$ cat config.mk
export PLATFORM = sky130hd
export DESIGN_NAME = isqrt_seq
export DESIGN_NICKNAME = d
export VERILOG_FILES = /design/src/rtl/isqrt_pkg.sv /design/src/rtl/isqrt_step.sv /design/src/rtl/isqrt_seq.sv
export SDC_FILE = /design/constraint.sdc
export NUM_CORES = 1
export LEC_CHECK = 0
export BUFFER_PORTS_ARGS = -buffer_cell sky130_fd_sc_hd__buf_2
export CAP_MARGIN = 0
export CORE_MARGIN = 4
export CORE_UTILIZATION = 50
export DETAILED_ROUTE_END_ITERATION = 8
export HOLD_SLACK_MARGIN = 0.1
export MAX_ROUTING_LAYER = met4
export PLACE_DENSITY_LB_ADDON = 0.15
export SYNTH_ARGS = -nofsm -noshare
export SYNTH_HDL_FRONTEND = slang
export SYNTH_SLANG_ARGS = --single-unit
$ cat constraint.sdc
create_clock -name clk -period 7.1 [get_ports clk]
set_input_delay 1.065 -clock clk [delete_from_list [all_inputs] [get_ports clk]]
set_output_delay 1.065 -clock clk [all_outputs]
set_load 0.01 [all_outputs]
$ cat src/rtl/isqrt_pkg.sv
// Shared widths, FSM state type and the legal resolve-rate list for the
// sequential integer square-root responder.
package isqrt_pkg;

    localparam int X_W   = 32;
    localparam int Y_W   = 16;
    localparam int REM_W = Y_W + 2;

    typedef enum logic [1:0] {
        IDLE = 2'd0,
        BUSY = 2'd1,
        DONE = 2'd2
    } isqrt_state_t;

    localparam int N_LEGAL_IPC = 5;
    localparam int LEGAL_IPC [N_LEGAL_IPC] = '{1, 2, 4, 8, 16};

    function automatic bit ipc_is_legal(input int v);
        bit ok;
        ok = 1'b0;
        for (int i = 0; i < N_LEGAL_IPC; i++) begin
            if (LEGAL_IPC[i] == v) ok = 1'b1;
        end
        return ok;
    endfunction

endpackage

$ cat src/rtl/isqrt_step.sv
// One restoring digit-by-digit square-root iteration: brings down the next
// radicand bit pair and resolves one root bit.  Purely combinational.
module isqrt_step
    import isqrt_pkg::*;
(
    input  logic [REM_W-1:0] i_rem,
    input  logic [Y_W-1:0]   i_root,
    input  logic [X_W-1:0]   i_x_sh,
    output logic [REM_W-1:0] o_rem,
    output logic [Y_W-1:0]   o_root,
    output logic [X_W-1:0]   o_x_sh
);

    logic [REM_W-1:0] w_rem_sh;
    logic [REM_W-1:0] w_trial;
    logic             w_fits;

    assign w_rem_sh = {i_rem[REM_W-3:0], i_x_sh[X_W-1:X_W-2]};
    assign w_trial  = {i_root, 2'b01};
    assign w_fits   = (w_rem_sh >= w_trial);

    assign o_rem  = w_fits ? (w_rem_sh - w_trial) : w_rem_sh;
    assign o_root = {i_root[Y_W-2:0], w_fits};
    assign o_x_sh = {i_x_sh[X_W-3:0], 2'b00};

    // The recurrence shifts the two remainder MSBs out; they never carry information.
    logic w_unused_rem_msb;
    assign w_unused_rem_msb = &{1'b0, i_rem[REM_W-1:REM_W-2]};

endmodule

$ cat src/rtl/isqrt_seq.sv
// Multi-cycle floor(sqrt(x)) responder with fixed, data-independent latency
// of 16/ITER_PER_CYCLE + 1 cycles from acceptance to y_vld.
module isqrt_seq
    import isqrt_pkg::*;
#(
    parameter int ITER_PER_CYCLE = 1
) (
    input  logic           clk,
    input  logic           rst,
    input  logic           x_vld,
    input  logic [X_W-1:0] x,
    output logic           y_vld,
    output logic [Y_W-1:0] y,
    output logic           busy,
    output logic           drop
);

    localparam int N_CYC = 16 / ITER_PER_CYCLE;
    localparam int CNT_W = (N_CYC > 1) ? $clog2(N_CYC) : 1;

    generate
        if (!ipc_is_legal(ITER_PER_CYCLE)) begin : g_bad_ipc
            $error("isqrt_seq: ITER_PER_CYCLE must be 1, 2, 4, 8 or 16");
        end
    endgenerate

    isqrt_state_t     r_state;
    logic [CNT_W-1:0] r_cnt;
    logic [REM_W-1:0] r_rem;
    logic [Y_W-1:0]   r_root;
    logic [X_W-1:0]   r_x_sh;
    logic [Y_W-1:0]   r_y;
    logic             r_y_vld;
    logic             r_drop;

    logic [REM_W-1:0] w_rem  [ITER_PER_CYCLE+1];
    logic [Y_W-1:0]   w_root [ITER_PER_CYCLE+1];
    logic [X_W-1:0]   w_x_sh [ITER_PER_CYCLE+1];
    logic             w_cnt_last;

    assign w_rem[0]  = r_rem;
    assign w_root[0] = r_root;
    assign w_x_sh[0] = r_x_sh;

    // ITER_PER_CYCLE iterations chained combinationally between the registers.
    for (genvar k = 0; k < ITER_PER_CYCLE; k++) begin : g_step
        isqrt_step u_step (
            .i_rem  (w_rem[k]),
            .i_root (w_root[k]),
            .i_x_sh (w_x_sh[k]),
            .o_rem  (w_rem[k+1]),
            .o_root (w_root[k+1]),
            .o_x_sh (w_x_sh[k+1])
        );
    end

    assign w_cnt_last = (r_cnt == CNT_W'(N_CYC - 1));

    always_ff @(posedge clk) begin
        if (rst) begin
            r_state <= IDLE;
            r_cnt   <= '0;
            r_rem   <= '0;
            r_root  <= '0;
            r_x_sh  <= '0;
            r_y     <= '0;
            r_y_vld <= 1'b0;
            r_drop  <= 1'b0;
        end else begin
            r_y_vld <= 1'b0;
            r_drop  <= 1'b0;
            case (r_state)
                IDLE, DONE: begin
                    if (x_vld) begin
                        r_state <= BUSY;
                        r_cnt   <= '0;
                        r_rem   <= '0;
                        r_root  <= '0;
                        r_x_sh  <= x;
                    end else begin
                        r_state <= IDLE;
                    end
                end
                BUSY: begin
                    r_rem  <= w_rem[ITER_PER_CYCLE];
                    r_root <= w_root[ITER_PER_CYCLE];
                    r_x_sh <= w_x_sh[ITER_PER_CYCLE];
                    r_drop <= x_vld;
                    if (w_cnt_last) begin
                        r_state <= DONE;
                        r_y     <= w_root[ITER_PER_CYCLE];
                        r_y_vld <= 1'b1;
                    end else begin
                        r_cnt <= r_cnt + 1'b1;
                    end
                end
                default: r_state <= IDLE;
            endcase
        end
    end

    assign y_vld = r_y_vld;
    assign y     = r_y;
    assign busy  = (r_state == BUSY);
    assign drop  = r_drop;

endmodule

==> results.cfg, run 1 <==
[timing]
hold_viol_final = 0
setup_violations = 0
fin_tns_setup_ns = 0
fin_skew_ns = 0.00692
worst_pin_slew_ns = 1.23
rsz0062_at_grt = no
holdWs_ns = 0.459
min_period_ns = 3.06
relSlewSlack_pct = 17.7
post-route-period-util_pct = 43.0
maxSlewViolCount = 0
fmax_ghz = 0.327

[final_layout]
mostFrequentLayoutCells = dfxtp_1, nand2_1, buf_2
n_antenna_cell = 0
fin_util_pct = 58.5
final_nets = 589
drive_gt1_share_pct = 15.6
fill_cells = 774
area_growth_pct = 12.5
layout_commonest_cell = dfxtp_1

[logic_synthesis]
syn_area_per_cell_um2 = 8.26
synth_ff_type = dfxtp_1
async_flop_share_pct = 0
synth_cell_types = 54
yosysWarnings = 0
synthCells = 494
synth_edf_count = 0
seq_area_frac_synth_pct = 43.2
syn_area_um2 = 4080
ys_ff_latch = 88
syn_nets = 548

[setup_path]
timing.critical_path.to = r_rem[12]
crit_buf_inv = 2
setup.worst_path.start = r_root[9]
crit_path_max_incr_delay_ns = 0.56
critical_path.max_fanout = 15
critical_path_class = reg2reg
crit_cells = 10
endpoint_kind = register
worst_ep_required_time_ns = 7.39
rr_startpoint = r_root[9]
ff2ff_path_depth = 10
ff2ff_setup_slack_ns = 4.04
path_cells = inv_1 > ha_1 > nand4_1 > or4_1 > o21ai_1 > a31oi_1 > o21a_1 > buf_4 > or4b_1 > nand3_1
arrival_ns = 3.35
r2r_end = r_rem[12]
cp-start-kind = register
crit_family = simple AND/OR/NAND/NOR gates
crit_path_top_delay_cell = or4b_1

[grt]
grt_start_max_net_pins = 62
grt_overflow = 0
grtUsageTotal_pct = 21.0
antenna_found_initial = 0
grt_pass1_wl_mm = 16.6
grt_pass1_vias = 3569

[min_path]
min_path_type = reg2reg

[status]
status = complete, no violations

[cts]
postCtsHoldBufs = 0
cts_setup_buffers = 0
cts_tree = done
clock_latency_ns = 0.35
cts_inserted_buffers = 9
clock_sinks = 88
htree_num_levels = 3
clk_pin_slew_ns = 0.09
cts_resized = 0
cts_buffer_depth = 2
cts-root-buf = clkbuf_8

[pwr]
powerDensity_nw_per_um2 = 462
ir_drop_mv = 0.261
finalPower_mw = 2.12
p_leak_nw = 1.93

[floorplanning]
io_pins = 54
coreArea_um2 = 7850
die_h_um = 98.3
row_count = 32
die_w_um = 98.3
die_area_um2 = 9670
initial_core_util_pct = 52.0

[routing]
vias = 3559
first_pass_iters = 4
vias_per_cell = 5.54
wl_mm = 9.56
drcViolationCount = 0
drtAntennaViolNets = 0
wire_per_inst_um = 14.9
drtIter0Drc = 162

[placement]
gp_congestion = 0.904
dp_hpwl_mm = 6.62
port_buffers = 53

[job]
maxCapViolations = 0
## through the flow
stage	setup WS, ns	cell area [µm²]	std cells
floorplan	4.78	4080	494
global placement	4.22	4380	626
detailed placement	4.14	4380	626
CTS	4.08	4590	642
global route	3.93	4590	642
finish	4.04	4590	642
## synthesized netlist by cell type (2+ instances only)
cell type,count,share of area [%]
a211oi_1,5,0.92
a21o_1,7,1.3
a21o_2,2,0.43
a21oi_1,29,3.6
a221o_1,2,0.49
a22oi_1,3,0.55
a31oi_1,3,0.46
and2_1,3,0.46
clkbuf_1,23,2.1
clkbuf_8,2,0.67
dfxtp_1,88,43
ha_1,19,5.8
inv_1,21,1.9
mux2i_1,12,2.9
nand2_1,74,6.8
nand2b_1,2,0.31
nand3_1,10,1.2
nand4_1,3,0.46
nor2_1,40,3.7
nor2b_1,2,0.31
nor3_1,36,4.4
nor4_1,2,0.31
o211ai_1,2,0.37
o21a_1,3,0.55
o21ai_0,32,3.9
o22ai_1,30,4.6
xnor2_1,8,1.7
xor2_1,5,1.1
## routing by layer
| layer | vias up | GRT usage [%] | share of wire, % |
|---|---|---|---|
| met2 | 83 | 32.3 | 47 |
| met3 | 12 | 4.36 | 4.1 |
| met1 | 1640 | 27.6 | 47 |
| li1 | 1824 | - | - |
| met4 | 0 | 6.93 | 1.3 |
| met5 | - | - | 0 |
## report_power, final
group / internal (mW) / switching (mW) / total (mW)
Combinational: 0.521 / 0.642 / 1.16
Clock: 0.177 / 0.187 / 0.364
Sequential: 0.551 / 0.0434 / 0.595
## worst register-to-register path, cell delays in order, from the launching register on
cell and delay [ns]:
dfxtp_1 0.36, inv_1 0.07, ha_1 0.39, nand4_1 0.15, or4_1 0.53, o21ai_1 0.15, a31oi_1 0.11, o21a_1 0.29
buf_4 0.30, or4b_1 0.56, nand3_1 0.09
## cells by family after synthesis
logic type	share of synthesized area [%]
AO/OA/AOI/OAI	19.7
adder cells (fa/ha/maj)	5.83
AND/OR/NAND/NOR	20.3
flip-flops	43.2
XOR/XNOR	2.79
multiplexers	2.94
buffers and inverters	5.28
## worst min path at each step
stage                          start    endpoint  slack, ns  depth (start not counted)
after floorplan           r_root[15]  r_root[15]       0.43                          2
after global placement    r_root[15]  r_root[15]       0.44                          2
after detailed placement       y[11]       y[11]       0.45                          2
after CTS                      y[11]       y[11]       0.46                          2
after global routing           y[10]       y[10]       0.49                          2
final                          y[14]       y[14]       0.46                          2
## state kept, by name, indices dropped and copies added, names as in the netlist
signal   count
drop         1
r_cnt        4
r_rem       16
r_root      16
r_state      2
r_x_sh      32
y           16
y_vld        1
## area by class of cell
| cell class | count | area (µm²) | area share, % |
|---|---|---|---|
| inverter | 21 | 78.8 | 1.72 |
| multi-input combinational | 357 | 2110 | 45.9 |
| clock buffer | 10 | 138 | 3.00 |
| tap | 102 | 128 | 2.78 |
| clock inverter | 6 | 75.1 | 1.64 |
| sequential | 88 | 1760 | 38.4 |
| timing repair buffer | 58 | 303 | 6.60 |
Note: power is estimated with default switching activity, not from simulation.
==> run 2, diff against run 1 <==
ABC_AREA = 1   (was not set)
clock period = 2.7 ns   (was 7.1 ns; I/O delays follow)
==> results.cfg, run 2 <==
[status]
status = complete, no violations

[floorplanning]
die_area_um2 = 10900
die_h_um = 104
initial_core_util_pct = 52.2
io_pins = 54
coreArea_um2 = 8890
die_w_um = 104
row_count = 34

[grt]
antenna_found_initial = 0
grt_pass1_wl_mm = 19.0
grt_pass1_vias = 3831
grtUsageTotal_pct = 21.4
grt_overflow = 0
grt_start_max_net_pins = 35

[routing]
drtAntennaViolNets = 0
drcViolationCount = 0
vias = 4217
vias_per_cell = 5.37
wire_per_inst_um = 14.6
drtIter0Drc = 296
first_pass_iters = 5
wl_mm = 11.4

[timing]
rsz0062_at_grt = no
post-route-period-util_pct = 83.1
hold_viol_final = 0
maxSlewViolCount = 0
fmax_ghz = 0.446
min_period_ns = 2.24
fin_tns_setup_ns = 0
relSlewSlack_pct = 52.2
worst_pin_slew_ns = 0.716
fin_skew_ns = 0.00832
holdWs_ns = 0.277
setup_violations = 0

[logic_synthesis]
syn_area_um2 = 4640
synth_edf_count = 0
netlist.area_leader.share_pct = 38.0
synth_most_common_cell = nand2_1
async_flop_share_pct = 0
seq_area_frac_synth_pct = 38.0
ys_ff_latch = 88
synth_cell_types = 37
syn_area_per_cell_um2 = 7.38
synth_ff_type = dfxtp_1
synthTopCellsByArea = dfxtp_1, nand2_1, inv_1
synth.largest_area_cell = dfxtp_1
synth_commonest_cells = nand2_1, inv_1, dfxtp_1, o21ai_0, nand3_1
yosysWarnings = 0
syn_nets = 683
synthCells = 629

[min_path]
min_path_type = in2reg
worstHoldPathCells = 3

[setup_path]
setup.worst_path.start = r_root[10]
critical_path_class = reg2reg
rr_startpoint = r_root[10]
ff2ff_setup_slack_ns = 0.46
critical_path.max_fanout = 17
endpoint_kind = register
ff2ff_path_depth = 13
timing.critical_path.to = r_rem[14]
cp-start-kind = register
worst_ep_required_time_ns = 2.98
r2r_end = r_rem[14]
arrival_ns = 2.53

[cts]
cts_inserted_buffers = 9
cts_resized = 0
cts-root-buf = clkbuf_8
clock_sinks = 88
htree_num_levels = 3
cts_setup_buffers = 0
clock_latency_ns = 0.35
clk_pin_slew_ns = 0.09
cts_buffer_depth = 2
cts_tree = done
postCtsHoldBufs = 0

[final_layout]
layout_commonest_cell = nand2_1
fill_cells = 856
largest_reg_flops = 32
drive_gt1_share_pct = 19.4
area_growth_pct = 11.4
n_antenna_cell = 0
top_register = r_x_sh
fin_util_pct = 58.1
mostFrequentLayoutCells = nand2_1, inv_1, dfxtp_1
final_nets = 726

[pwr]
powerDensity_nw_per_um2 = 911
p_leak_nw = 2.36
finalPower_mw = 4.71
ir_drop_mv = 0.611

[placement]
dp_hpwl_mm = 8.45
port_buffers = 53
gp_congestion = 0.913

[job]
maxCapViolations = 0
[run 2: cell families (layout without fill, tap and decap cells)]
group | after synthesis | after routing | share of synthesized area (%)
fa+ha+maj | 19 | 19 | 5.12
buf+inv | 133 | 181 | 11.7
compound gates | 137 | 137 | 17.9
xor+xnor | 6 | 6 | 1.13
flops | 88 | 88 | 38.0
simple gates | 246 | 246 | 26.2
[run 2: final cells by class]
type	instances	area [µm²]	share of cell area, %
clock buffers	9	124	2.40
well taps	108	135	2.61
inverters	103	389	7.53
repair buffers	62	333	6.44
flip-flops and latches	88	1760	34.1
clock inverters	7	77.6	1.50
multi-input cells	408	2350	45.4
[run 2: power by group]
part | total, mW | internal (mW) | switching (mW)
combinational | 2.31 | 0.808 | 1.51
sequential | 1.46 | 1.40 | 0.0606
clock | 0.935 | 0.441 | 0.494
[run 2: critical path, stage by stage (launching register included)]
cell and delay (ns):
dfxtp_1 0.34, inv_1 0.08, ha_1 0.38, nand2_1 0.13, inv_2 0.06, nand2_1 0.06, nand2_1 0.07, nand2_1 0.10
nand2_2 0.09, nor2_8 0.27, nand2_4 0.23, nand3_1 0.18, nand2_1 0.07, a21oi_1 0.11
[run 2: metrics by stage]
stage          area (µm²)  cells  setup slack, ns
6_report             5170    785            0.457
5_1_grt              5170    785            0.226
4_1_cts              5170    785            0.469
3_5_place_dp         4970    769            0.500
3_3_place_gp         4970    769            0.535
2_1_floorplan        4640    629            0.882
[run 2: how the worst min path moves through the flow]
stage	from	endpoint	slack, ns
after floorplan	r_x_sh[0]	r_x_sh[0]	0.44
after global placement	r_x_sh[0]	r_x_sh[0]	0.45
after detailed placement	r_x_sh[3]	r_x_sh[3]	0.46
after CTS	x_vld	drop	0.27
after global routing	x_vld	drop	0.28
final	x_vld	drop	0.28
[run 2: layer usage]
metal	share of wire, %	GRT usage, %
met5	0	-
met4	1.2	5.41
met3	4.7	3.60
met2	44	31.0
met1	50	31.0
==> run 3, diff against run 2 <==
ABC_AREA = 0   (was 1)
clock period = 2.3 ns   (was 2.7 ns; I/O delays follow)
==> results.cfg, run 3 (same netlist as run 1, synthesis figures left out) <==
[placement]
place_area_um2 = 4940
dp.cells = 688
place_ws_ns = -0.121
dp_hpwl_mm = 7.59
gp_congestion = 0.932
port_buffers = 53

[status]
violations = setup timing
status = finished with violations

[final_layout]
area_growth_pct = 35.5
top_register = r_x_sh
n_antenna_cell = 0
final_nets = 667
finalNonFillerCells = 720
fin_util_pct = 70.4
drive_gt1_share_pct = 35.1
layout_commonest_cell = buf_4
mostFrequentLayoutCells = buf_4, nand2_1, dfxtp_1
largest_reg_flops = 32
fin_area_um2 = 5530
fill_cells = 653

[timing]
setup_violations = 8
rsz0062_at_grt = yes
maxSlewViolCount = 0
min_period_ns = 2.34
worst_pin_slew_ns = 0.719
hold_viol_final = 0
fmax_ghz = 0.428
fin_skew_ns = 0.0120
post-route-period-util_pct = 102
relSlewSlack_pct = 51.9
final.setup.worst_slack_ns = -0.0387

[grt]
grt_overflow = 0
antenna_found_initial = 0
grt_start_max_net_pins = 59
grtUsageTotal_pct = 23.4
grt_pass1_vias = 3892
grt_pass1_wl_mm = 18.0

[floorplanning]
initial_core_util_pct = 52.0
die_w_um = 98.3
io_pins = 54
coreArea_um2 = 7850
die_area_um2 = 9670
row_count = 32
die_h_um = 98.3

[setup_path]
worst_ep_required_time_ns = 2.56
r2r_end = r_rem[10]
arrival_ns = 2.60
rr_startpoint = r_root[13]
critical_path.max_fanout = 5
ff2ff_path_depth = 10
timing.critical_path.to = r_rem[10]
ff2ff_setup_slack_ns = -0.04
endpoint_kind = register
cp-start-kind = register
setup.worst_path.start = r_root[13]
critical_path_class = reg2reg

[cts]
cts_buffer_depth = 2
clock_latency_ns = 0.37
cts-root-buf = clkbuf_8
clk_pin_slew_ns = 0.09
cts_inserted_buffers = 9
cts_tree = done
postCtsHoldBufs = 0
htree_num_levels = 3
clock_sinks = 88

[routing]
wire_per_inst_um = 15.1
wl_mm = 10.9
vias_per_cell = 5.49
first_pass_iters = 5
drcViolationCount = 0
vias = 3954
drtIter0Drc = 165
drtAntennaViolNets = 0

[pwr]
ir_drop_mv = 1.25
p_leak_nw = 2.37
powerDensity_nw_per_um2 = 1650

[job]
maxCapViolations = 0

[min_path]
min_path_type = in2reg
run 3: power breakdown:
group	internal, mW	leakage, nW	total (mW)	switching [mW]
logic	3.44	1.54	6.13	2.69
registers	1.71	0.726	1.86	0.149
clock network	0.547	0.105	1.16	0.613
total	5.69	2.37	9.14	3.45
run 3: final cells by class:
cell class / instances / area [µm²] / share of cell area, %
multi-input cells: 357 / 2370 / 42.9
flip-flops and latches: 88 / 1780 / 32.3
repair buffers: 136 / 945 / 17.1
clock buffers: 10 / 138 / 2.49
well taps: 102 / 128 / 2.31
inverters: 21 / 81.3 / 1.47
clock inverters: 6 / 80.1 / 1.45
run 3: how the worst min path moves through the flow:
stage | startpoint | to | slack [ns] | cells after the start
6_report | x_vld | drop | 0.21 | 2
5_1_grt | x_vld | drop | 0.23 | 2
4_1_cts | x_vld | drop | 0.20 | 2
3_5_place_dp | y[7] | y[7] | 0.44 | 2
3_3_place_gp | r_root[15] | r_root[15] | 0.43 | 2
2_1_floorplan | r_root[15] | r_root[15] | 0.43 | 2
run 3: repair_timing:
item,CTS,global route
pin swaps,13,23
cloned,1,0
buffers inserted,9,7
gates resized for setup,33,32
endpoints found under the setup margin,16,17
run 3: routing by layer:
layer	global-route usage, %	vias up	share of wire (%)	wire length (µm)
met5	-	-	0	0
met4	7.98	0	1.7	188
met3	4.50	21	4.7	508
met2	39.1	98	50	5420
met1	28.4	1852	44	4750
li1	-	1983	-	-
run 3: critical path: stages, from the launching register on:
cell	delay, ns
dfxtp_2	0.36
inv_4	0.05
ha_4	0.27
nand3_2	0.06
or4_1	0.52
o21ai_1	0.14
a31oi_1	0.13
o21a_4	0.17
buf_6	0.13
and3_4	0.13
a211o_1	0.25
run 3: stage by stage:
step	hold WS (ns)	TNS, ns	power [mW]
4_1_cts	0.204	-0.0165	8.59
2_1_floorplan	0.425	0	4.94
3_3_place_gp	0.434	-0.563	6.25
5_1_grt	0.226	-0.875	9.68
3_5_place_dp	0.445	-0.992	6.32
6_report	0.214	-0.250	9.14
